--- src/rtl/layer_compositor_if.sv ---
// Pixel/scene bus between the video timing side and the layer compositor.
// The master drives pixel coordinates, scene objects and colours; the slave
// (compositor) returns the composited colour, the collision flag and the
// frame-start pulse.
interface layer_compositor_if #(
    parameter int NUM_BARS = 4,
    parameter int COORD_W  = 10,
    parameter int COLOR_W  = 12
);
    logic                          video_on;
    logic [COORD_W-1:0]            x;
    logic [COORD_W-1:0]            y;
    logic [NUM_BARS*COORD_W-1:0]   bar_x;
    logic [NUM_BARS*COORD_W-1:0]   gap_y;
    logic [NUM_BARS-1:0]           bar_en;
    logic [COORD_W-1:0]            sprite_x;
    logic [COORD_W-1:0]            sprite_y;
    logic [4:0]                    sprite_w;
    logic [4:0]                    sprite_h;
    logic [COLOR_W-1:0]            sprite_color;
    logic [COLOR_W-1:0]            bar_color;
    logic [COLOR_W-1:0]            sky_color;
    logic                          hit_clr;
    logic [COLOR_W-1:0]            rgb;
    logic                          hit;
    logic                          frame_start;

    modport master (
        output video_on, x, y, bar_x, gap_y, bar_en,
               sprite_x, sprite_y, sprite_w, sprite_h,
               sprite_color, bar_color, sky_color, hit_clr,
        input  rgb, hit, frame_start
    );

    modport slave (
        input  video_on, x, y, bar_x, gap_y, bar_en,
               sprite_x, sprite_y, sprite_w, sprite_h,
               sprite_color, bar_color, sky_color, hit_clr,
        output rgb, hit, frame_start
    );
endinterface

--- src/rtl/layer_compositor.sv ---
// Two-stage per-pixel compositor: sprite over bar obstacles over sky.
// Stage 1 registers the per-object hit tests (plus video_on, the origin flag
// and the colours of that pixel); stage 2 selects the colour, updates the
// sticky sprite/bar collision flag and emits the frame-start pulse.
module layer_compositor #(
    parameter int NUM_BARS = 4,
    parameter int COORD_W  = 10,
    parameter int COLOR_W  = 12,
    parameter int BAR_W    = 40,
    parameter int GAP_H    = 24
) (
    input  logic               clk_100MHz,
    input  logic               reset_n,
    layer_compositor_if.slave  bus
);
    // One guard bit so all comparisons and clamps are done without wrap.
    localparam int CW = COORD_W + 1;
    localparam logic [CW-1:0] BAR_W_C  = CW'(BAR_W);
    localparam logic [CW-1:0] HALF_GAP = CW'(GAP_H / 2);
    localparam logic [CW-1:0] CW_MAX   = '1;

    logic [CW-1:0]       x_ext;
    logic [CW-1:0]       y_ext;
    logic [NUM_BARS-1:0] in_bar_raw;
    logic                in_sprite_raw;

    assign x_ext = {1'b0, bus.x};
    assign y_ext = {1'b0, bus.y};

    // Per-bar containment: horizontal span clamped at 0, gap window saturated.
    generate
        for (genvar gi = 0; gi < NUM_BARS; gi++) begin : g_bar
            logic [CW-1:0] bx;
            logic [CW-1:0] gy;
            logic [CW-1:0] lo;
            logic [CW-1:0] glo;
            logic [CW-1:0] ghi;
            logic [CW:0]   ghi_sum;

            assign bx      = {1'b0, bus.bar_x[gi*COORD_W +: COORD_W]};
            assign gy      = {1'b0, bus.gap_y[gi*COORD_W +: COORD_W]};
            assign lo      = (bx < BAR_W_C) ? '0 : (bx - BAR_W_C);
            assign glo     = (gy < HALF_GAP) ? '0 : (gy - HALF_GAP);
            assign ghi_sum = {1'b0, gy} + {1'b0, HALF_GAP};
            assign ghi     = ghi_sum[CW] ? CW_MAX : ghi_sum[CW-1:0];
            assign in_bar_raw[gi] = bus.bar_en[gi]
                                  && (x_ext >= lo) && (x_ext < bx)
                                  && !((y_ext >= glo) && (y_ext <= ghi));
        end
    endgenerate

    // Sprite box test on absolute distances from the sprite centre.
    logic [CW-1:0] sx_ext, sy_ext, dx, dy, half_w, half_h;
    assign sx_ext        = {1'b0, bus.sprite_x};
    assign sy_ext        = {1'b0, bus.sprite_y};
    assign dx            = (x_ext >= sx_ext) ? (x_ext - sx_ext) : (sx_ext - x_ext);
    assign dy            = (y_ext >= sy_ext) ? (y_ext - sy_ext) : (sy_ext - y_ext);
    assign half_w        = CW'(bus.sprite_w >> 1);
    assign half_h        = CW'(bus.sprite_h >> 1);
    assign in_sprite_raw = (dx <= half_w) && (dy <= half_h);

    // Stage 1 state
    logic [NUM_BARS-1:0] in_bar_d, in_bar_q;
    logic                in_sprite_d, in_sprite_q;
    logic                video_on_d, video_on_q;
    logic                origin_d, origin_q;
    logic [COLOR_W-1:0]  sprite_color_d, sprite_color_q;
    logic [COLOR_W-1:0]  bar_color_d, bar_color_q;
    logic [COLOR_W-1:0]  sky_color_d, sky_color_q;

    // Stage 1 next-state: capture hit tests and the colours of this pixel.
    always_comb begin
        in_bar_d       = in_bar_raw;
        in_sprite_d    = in_sprite_raw;
        video_on_d     = bus.video_on;
        origin_d       = (bus.x == '0) && (bus.y == '0);
        sprite_color_d = bus.sprite_color;
        bar_color_d    = bus.bar_color;
        sky_color_d    = bus.sky_color;
    end

    // Stage 1 registers.
    always_ff @(posedge clk_100MHz or negedge reset_n) begin
        if (!reset_n) begin
            in_bar_q       <= '0;
            in_sprite_q    <= 1'b0;
            video_on_q     <= 1'b0;
            origin_q       <= 1'b0;
            sprite_color_q <= '0;
            bar_color_q    <= '0;
            sky_color_q    <= '0;
        end else begin
            in_bar_q       <= in_bar_d;
            in_sprite_q    <= in_sprite_d;
            video_on_q     <= video_on_d;
            origin_q       <= origin_d;
            sprite_color_q <= sprite_color_d;
            bar_color_q    <= bar_color_d;
            sky_color_q    <= sky_color_d;
        end
    end

    // Stage 2 state
    logic [COLOR_W-1:0] rgb_d, rgb_q;
    logic               hit_d, hit_q;
    logic               frame_start_d, frame_start_q;
    logic               any_bar;
    logic               hit_set;

    assign any_bar = |in_bar_q;
    assign hit_set = video_on_q && in_sprite_q && any_bar;

    // Stage 2 next-state: layer priority, blanking, sticky hit (set beats clear).
    always_comb begin
        rgb_d         = '0;
        hit_d         = hit_q;
        frame_start_d = origin_q;
        if (video_on_q) begin
            if (in_sprite_q) begin
                rgb_d = sprite_color_q;
            end else if (any_bar) begin
                rgb_d = bar_color_q;
            end else begin
                rgb_d = sky_color_q;
            end
        end
        if (bus.hit_clr || origin_q) begin
            hit_d = 1'b0;
        end
        if (hit_set) begin
            hit_d = 1'b1;
        end
    end

    // Stage 2 registers.
    always_ff @(posedge clk_100MHz or negedge reset_n) begin
        if (!reset_n) begin
            rgb_q         <= '0;
            hit_q         <= 1'b0;
            frame_start_q <= 1'b0;
        end else begin
            rgb_q         <= rgb_d;
            hit_q         <= hit_d;
            frame_start_q <= frame_start_d;
        end
    end

    assign bus.rgb         = rgb_q;
    assign bus.hit         = hit_q;
    assign bus.frame_start = frame_start_q;
endmodule

--- src/flat_wrapper.sv ---
// flat-port wrapper written by rule: the top's interface ports become plain ports
module layer_compositor_flat 
#(
    parameter int NUM_BARS = 4,
    parameter int COORD_W  = 10,
    parameter int COLOR_W  = 12,
    parameter int BAR_W    = 40,
    parameter int GAP_H    = 24
)
  (clk_100MHz, reset_n, bus_video_on, bus_x, bus_y, bus_bar_x, bus_gap_y, bus_bar_en, bus_sprite_x, bus_sprite_y, bus_sprite_w, bus_sprite_h, bus_sprite_color, bus_bar_color, bus_sky_color, bus_hit_clr, bus_rgb, bus_hit, bus_frame_start);
  layer_compositor_if #(.NUM_BARS(NUM_BARS), .COORD_W(COORD_W), .COLOR_W(COLOR_W)) bus_i ();
  input  logic clk_100MHz;
  input  logic reset_n;
  input wire logic [$bits(bus_i.video_on)-1:0] bus_video_on;
  input wire logic [$bits(bus_i.x)-1:0] bus_x;
  input wire logic [$bits(bus_i.y)-1:0] bus_y;
  input wire logic [$bits(bus_i.bar_x)-1:0] bus_bar_x;
  input wire logic [$bits(bus_i.gap_y)-1:0] bus_gap_y;
  input wire logic [$bits(bus_i.bar_en)-1:0] bus_bar_en;
  input wire logic [$bits(bus_i.sprite_x)-1:0] bus_sprite_x;
  input wire logic [$bits(bus_i.sprite_y)-1:0] bus_sprite_y;
  input wire logic [$bits(bus_i.sprite_w)-1:0] bus_sprite_w;
  input wire logic [$bits(bus_i.sprite_h)-1:0] bus_sprite_h;
  input wire logic [$bits(bus_i.sprite_color)-1:0] bus_sprite_color;
  input wire logic [$bits(bus_i.bar_color)-1:0] bus_bar_color;
  input wire logic [$bits(bus_i.sky_color)-1:0] bus_sky_color;
  input wire logic [$bits(bus_i.hit_clr)-1:0] bus_hit_clr;
  output wire logic [$bits(bus_i.rgb)-1:0] bus_rgb;
  output wire logic [$bits(bus_i.hit)-1:0] bus_hit;
  output wire logic [$bits(bus_i.frame_start)-1:0] bus_frame_start;
  assign bus_i.video_on = bus_video_on;
  assign bus_i.x = bus_x;
  assign bus_i.y = bus_y;
  assign bus_i.bar_x = bus_bar_x;
  assign bus_i.gap_y = bus_gap_y;
  assign bus_i.bar_en = bus_bar_en;
  assign bus_i.sprite_x = bus_sprite_x;
  assign bus_i.sprite_y = bus_sprite_y;
  assign bus_i.sprite_w = bus_sprite_w;
  assign bus_i.sprite_h = bus_sprite_h;
  assign bus_i.sprite_color = bus_sprite_color;
  assign bus_i.bar_color = bus_bar_color;
  assign bus_i.sky_color = bus_sky_color;
  assign bus_i.hit_clr = bus_hit_clr;
  assign bus_rgb = bus_i.rgb;
  assign bus_hit = bus_i.hit;
  assign bus_frame_start = bus_i.frame_start;
  layer_compositor #(.NUM_BARS(NUM_BARS), .COORD_W(COORD_W), .COLOR_W(COLOR_W), .BAR_W(BAR_W), .GAP_H(GAP_H)) u_core (.clk_100MHz(clk_100MHz), .reset_n(reset_n), .bus(bus_i));
endmodule
--- config.mk ---
export PLATFORM = sky130hd
export DESIGN_NAME = layer_compositor_flat
export DESIGN_NICKNAME = d
export VERILOG_FILES = /design/src/rtl/layer_compositor_if.sv /design/src/rtl/layer_compositor.sv /design/src/flat_wrapper.sv
export SDC_FILE = /design/constraint.sdc
export NUM_CORES = 1
export LEC_CHECK = 0
export ABC_CLOCK_PERIOD_IN_PS = 2400
export BUFFER_PORTS_ARGS = -buffer_cell sky130_fd_sc_hd__buf_2
export CELL_PAD_IN_SITES_DETAIL_PLACEMENT = 2
export CELL_PAD_IN_SITES_GLOBAL_PLACEMENT = 2
export CORE_MARGIN = 1.5
export CORE_UTILIZATION = 33
export DETAILED_ROUTE_END_ITERATION = 10
export PLACE_DENSITY_LB_ADDON = 0.1
export SYNTH_ARGS = -nofsm -noshare
export SYNTH_HDL_FRONTEND = slang
export SYNTH_SLANG_ARGS = --single-unit
--- constraint.sdc ---
create_clock -name clk_100MHz -period 2.4 [get_ports clk_100MHz]
set_input_delay 0.24 -clock clk_100MHz [delete_from_list [all_inputs] [get_ports clk_100MHz]]
set_output_delay 0.24 -clock clk_100MHz [all_outputs]
set_load 0.005 [all_outputs]
======== Word-level counts from Yosys, hierarchy flattened ========
Cells that the tools add are included.
cells by class
  $add $sub $neg .......................... 16
  multiply operators ...................... 0
  div/mod/pow operators ................... 0
  $lt $le $gt $ge ......................... 28
  equal/unequal tests ..................... 0
  shifts and indexed selects .............. 0
  muxes and demuxes ....................... 19
  bitwise gates (word level) .............. 0
  reductions and logical operators ........ 29
operators with widths
  kind                     number
  $mux W11                 14
  $ge A10 B11 Y1           8
  $add A10 B4 Y11 const B  4
  $le A10 B11 Y1           4
  $sub A10 B10 Y11         4
  $sub A10 B4 Y11 const B  4
  $sub A10 B6 Y11 const B  4
  $lt A10 B10 Y1           4
  $lt A10 B4 Y1 const B    4
  $lt A10 B6 Y1 const B    4
  $mux W12                 3
  $le A11 B4 Y1            2
  $ge A10 B10 Y1           2
  $logic_and A1 B1 Y1      20
  $logic_not A10 Y1        2
  $logic_not A1 Y1         4
  $reduce_or A4 Y1         1
  $mux W1                  2
  $reduce_bool A2 Y1       1
  $logic_or A1 B1 Y1       1
storage, ports and cells
  register bits ........................... 57
  latch bits .............................. 0
  bits in writable memories ............... 0
  bits in read-only memories .............. 0
  bits of input ports ..................... 174
  output and inout port bits .............. 14
  memories ................................ 0

======== Depth between registers and ports, before layout ========
  depth in word-level cells ............... 6
  depth in mapped cells ................... 17

======== Worst setup path after synthesis ========
OpenSTA, ideal clock, no wires.
  path kind ............................... input to register
  from .................................... in bus_gap_y[34]
  to ...................................... reg u_core.in_bar_q[3]
  arrival time ............................ 3.633 ns
  data required time ...................... 2.275 ns
  setup slack ............................. -1.359 ns
  stages on the path ...................... 16
  buffers on the path ..................... 2
  path through ............................ clkbuf_1 -> a21oi_1 -> or3b_2 -> or2_2 -> or3_1 -> clkbuf_1 -> and2_1 -> ha_1 -> nand2b_1 -> a21o_1 -> a21o_1 -> a211oi_1 -> o21bai_1 -> a211oi_1 -> o21ai_0 -> a2111oi_0
between the ends
  word-level cells in the longest chain between the ends .. 6
  elaborated cells between the ends (all ways) .. 10
  classes of those cells .................. add/sub (2); order compare (3); mux (2); reduce/logical (3)
ends and longest elaborated chain
  element                                                  line                                            RTL
  start: declaration                                       flat_wrapper.sv:18                              input wire logic [$bits(bus_i.gap_y)-1:0] bus_gap_y;
  $sub A10 B4 Y11 (tied with other cells)                  layer_compositor.sv:43                          assign glo = (gy < HALF_GAP) ? '0 : (gy - HALF_GAP);
  $mux W11, on equally long branches                       layer_compositor.sv:43, layer_compositor.sv:45
  $ge A10 B11 Y1 / $le A10 B11 Y1 (equally long branches)  layer_compositor.sv:48                          && !((y_ext >= glo) && (y_ext <= ghi));
  $logic_and A1 B1 Y1 *                                    layer_compositor.sv:48
  $logic_not A1 Y1 *                                       layer_compositor.sv:48
  $logic_and A1 B1 Y1 *                                    layer_compositor.sv:48
  net u_core.in_bar_d[3]                                   layer_compositor.sv:63                          logic [NUM_BARS-1:0] in_bar_d, in_bar_q;
  end signal: assignment                                   layer_compositor.sv:93                          in_bar_q <= in_bar_d;
  end: declaration                                         layer_compositor.sv:63
The timed path passes the listed nets; every way through them passes the cells marked *.
A chain may end at the register's enable or synchronous reset.

======== Worst setup path after layout ========
  from .................................... in bus_gap_y[32]
  to ...................................... reg u_core.in_bar_q[3]
Same word-level chain as after synthesis.

==> flow_results.org <==
** Worst setup path
- Kind of launch point of the worst setup path :: input port
- The most critical setup path has its startpoint at bus_gap_y[32].
- The critical path is of the in -> reg type.
- Following the worst setup path forward leads to its endpoint at u_core.in_bar_q[3].
- The slowest stage of the critical path is the sky130_fd_sc_hd__a2111oi_2 cell.
- Endpoint of the worst-slack reg-to-reg timing path :: u_core.bus.rgb[11]
- In this run the worst path has a maximum fanout of 3.
- Data on the critical path is required at its endpoint by 2.62 ns.
- R2R Path Start :: u_core.in_bar_q[3]
- Cells traversed along the worst timing path :: buf_8, a21oi_4, or3b_4, or2_4, or3_4, and2_4, ha_4, nand2b_4, a21o_1, a21o_1, a211oi_2, o21bai_1, a211oi_2, o21ai_1, a2111oi_2
- Delay of the slowest cell on the worst path :: between 0.4 and 0.5 ns
- Measured in cells, the most critical reg-to-reg path has a length of 5.
- Arrival @ worst endpoint :: between 3 and 4 ns
- In this run the register-to-register setup slack is 0.54 ns.
- Kind of end point of the critical path :: register

** Status
- The run finished, with violations left.
- The checks that failed: hold timing, setup timing.

** Yosys
- Mapped Cells :: ~1.1k
- The synthesized netlist devotes approximately a fifth of its cell area to compound gates.
- After synthesis, the share of cell area in mux cells is around 2.8%.
- After synthesis, the netlist uses 65 different library cells.
- The most used flip-flop cell after synthesis is sky130_fd_sc_hd__dfrtp_1.
- In this run, synthesis inferred 0 flip-flops with an integrated enable.
- Synthesis inferred 57 register bits.
- Sequential elements use between 10% and 20% of the synthesized area.
- After Yosys synthesis, and, or, nand and nor cells account for approximately 17% of the synthesized area.
- Of the total synthesized cell area, the portion taken by full adders, half adders and majority gates is 31.2%.
- The synthesized netlist devotes 6.38% of its cell area to XOR and XNOR gates.
- Async set-reset flop share out of synthesis :: 100%
- Post-Synthesis Cell Area :: 8920 um^2
- Main combinational cell family by area after synthesis :: adder cells
- When the netlist entered floorplanning its net count stood at 1,493.
- Averaged over all synthesized cells, the footprint is 8.12 um^2.
- Yosys printed 0 warnings.

** Hold path
- Path class of the lowest-slack min-delay path :: in -> reg
- Counting instances, the worst hold path has a depth of 1.

** Cells and area
- Storage cell area :: 1430 um^2
- The final layout contains around 1.9k nets.
- Fraction of layout cells with a size suffix above 1 :: 34.6%
- Commonest non-fill, non-tap cells in the layout :: sky130_fd_sc_hd__buf_4, sky130_fd_sc_hd__ha_1, sky130_fd_sc_hd__buf_2, sky130_fd_sc_hd__inv_1, sky130_fd_sc_hd__nand2_1
- Synth-to-Final Area Change :: 45.8%
- Fillers :: 2,997
- Leaving out fill and tap cells, the most frequent cell in the layout is sky130_fd_sc_hd__buf_4.
- Summing all multi-input logic gate instances after layout gives about 7400 um^2.

** Placed design
- Post-DP HPWL :: 31,100 um
- Post-place setup slack :: -1.14 ns
- Input and output buffers added on the ports amount to 185.
- Gpl congestion :: slightly above 0.8

** Global routing
- Antenna violations before repair :: 5
- The via count of the first global-routing pass was 11.9k.
- After global routing the overflow that remains totals 0.
- Global routing used 3.50% of the available met3 tracks.
- Global routing usage summed across all routing layers :: between 30% and 40%
- Entering global routing, the biggest net connects slightly below 60 pins.
- Fraction of met2 tracks used by global routing :: 57.4%
- In this run the most used layer during global routing was met2.
- The first global-routing pass estimated ~66,000 um of wire.
- For met1 alone, demand over resource in global routing was 34.4%.

** Timing
- Post-route worst hold slack :: -0.0173 ns
- Setup repair after global routing could not meet its margin everywhere.
- The clock arrives with 0.0119 ns of skew.
- Derived from the worst setup path, the maximum achievable clock frequency is about 0.31 GHz.
- The worst path in the final design needs a cycle of 3.20 ns, including I/O delays and setup.
- For the final routed database, the setup TNS stands at -1.83 ns.
- For the pin with the worst max-slew slack, the measured transition is 0.840 ns.
- Worst max-slew margin expressed relative to the limit :: 44.0%
- Tcrit/Tclk final :: 133%
- Total count of max-transition violations in the final report :: 0
- Final hold vios :: 6
- Setup violations remaining at the end of the flow were counted as 3.
- Setup slack on the critical path of the routed design comes to -0.800 ns.

** Die
- Once the floorplan was initialized, standard cells occupied between 30 and 40% of the core.
- The floorplan step set the die width to approximately 170 um.
- The die covers 28,000 um^2.
- Number of primary I/O pins :: around 190
- The core region is approximately 27,000 um^2.
- Number of rows in the core area :: 60
- Die Y :: 167 um

** Drt
- Detailed Route WL :: ~47,000 um
- Starting DRT DRC Count :: 466
- The pre-antenna-repair detailed-routing pass consisted of 5 iterations.
- Summing over every cut layer, the via total after detailed routing is 10.5k.
- Using the TritonRoute via totals, the vias-per-cell ratio works out to 5.59.
- Once detail routing completed, the nets flagged for antenna violations numbered 0.
- Post-route DRC :: 0
- WL/cell :: 25.2 um

** Job
- Max_cap viols :: 0

** Clocking
- The clock reaches the later pin of the worst-skew pair after roughly 0.36 ns.
- Clock tree sinks :: 57
- No sink is reached through more buffers than the 2 on the longest clock path.
- Clock-pin slew was measured on the worst setup and hold paths at ~0.070 ns.
- TritonCTS built the clock tree.
- Inserted Clock Buffers :: 9
- Clock root buffer :: sky130_fd_sc_hd__clkbuf_16
- H-tree lvl count :: 3

** Power and ir drop
- Summed over all cells, the static leakage comes to 6.92 nW.
- The worst-case IR drop observed on VDD is 0.329 mV.
- In this run the power density over the cells is 397 nW/um^2.
## stage by stage
stage / power [mW] / cells / area (um^2) / hold WS [ns] / utilization [%]
after floorplan: 2.37 / 1099 / 9340 / -0.0556 / -
after detailed placement: 3.52 / 1826 / 12200 / 0.274 / 45.6
final: 5.16 / 1878 / 13000 / -0.0173 / 48.7
after CTS: 4.86 / 1861 / 12700 / 0.00122 / 47.6
after global routing: 5.40 / 1878 / 13000 / -0.0172 / 48.7
after global placement: 3.34 / 1826 / 12200 / 0.270 / 45.6
## registers in the layout, summed over array words and instances, names as in the netlist
name / count
u_core.bar_color_q: 12
u_core.bus.rgb: 12
u_core.sky_color_q: 12
u_core.sprite_color_q: 12
u_core.in_bar_q: 4
u_core.bus.frame_start: 1
u_core.bus.hit: 1
u_core.frame_start_d: 1
u_core.in_sprite_q: 1
u_core.video_on_q: 1
## power breakdown
group / total, mW / internal [mW] / switching, mW
Sequential: 1.06 / 1.02 / 0.0369
Clock: 1.33 / 0.730 / 0.600
Combinational: 2.77 / 1.27 / 1.50
## metal layers
| metal | wire [um] | vias up | share of wire [%] |
|---|---|---|---|
| li1 | - | 4765 | - |
| met1 | 19300 | 5268 | 41 |
| met2 | 24200 | 321 | 51 |
| met3 | 1490 | 142 | 3.1 |
| met4 | 2370 | 0 | 5.0 |
| met5 | 0 | - | 0 |
## synth_stat cells (all sizes together), types with 22 or more instances
master | n | share of area (%)
nand2b | 26 | 1.8
nand2 | 91 | 3.8
ha | 216 | 30
nor2 | 57 | 2.4
inv | 112 | 4.7
and2 | 22 | 1.5
a21oi | 71 | 4.0
dfrtp | 57 | 16
xnor2 | 35 | 3.4
clkbuf | 24 | 1.0
a21o | 39 | 3.3
xor2 | 30 | 2.9
o21ai | 78 | 4.4
## area by class of cell
| type | instances | share of cell area, % |
|---|---|---|
| antenna | 6 | 0.115 |
| clock inverter | 6 | 0.327 |
| sequential | 57 | 11.0 |
| inverter | 112 | 3.27 |
| tap | 341 | 3.28 |
| clock buffer | 10 | 1.84 |
| timing repair buffer | 446 | 23.2 |
| multi-input combinational | 900 | 57.0 |
## logic make-up (layout without fill, tap and decap cells)
logic type | count (synthesis) | after routing
AND/OR/NAND/NOR | 308 | 308
multiplexers | 24 | 24
XOR/XNOR | 65 | 65
adder cells (fa/ha/maj) | 220 | 220
buffers and inverters | 142 | 574
AO/OA/AOI/OAI | 283 | 283
flip-flops | 57 | 57
other | 0 | 6
## what timing repair did
action | CTS | global route
resized for setup | 21 | 49
hold endpoints to repair | 69 | 6
hold buffers | 13 | 6
setup endpoints to repair | 5 | 5
setup buffers | 6 | 5
pin swaps | 5 | 15
## worst min path at each step
stage,slack [ns],startpoint,endpoint
6_report,-0.02,bus_bar_color[9],u_core.bar_color_q[9]
5_1_grt,-0.02,bus_bar_color[9],u_core.bar_color_q[9]
4_1_cts,0.001,bus_bar_color[8],u_core.bar_color_q[8]
3_5_place_dp,0.27,reset_n,u_core.bar_color_q[3]
3_3_place_gp,0.27,reset_n,u_core.sky_color_q[3]
2_1_floorplan,-0.06,reset_n,u_core.bar_color_q[0]
## critical path, delay by kind of cell
kind / cells / cell delay, ns
adders and majority gates: 1 / 0.20
and+or+nand+nor: 5 / 1.34
AOI/OAI and AO/OA: 8 / 1.53
buffers and inverters: 1 / 0.10
(Power assumes the default switching activity.)
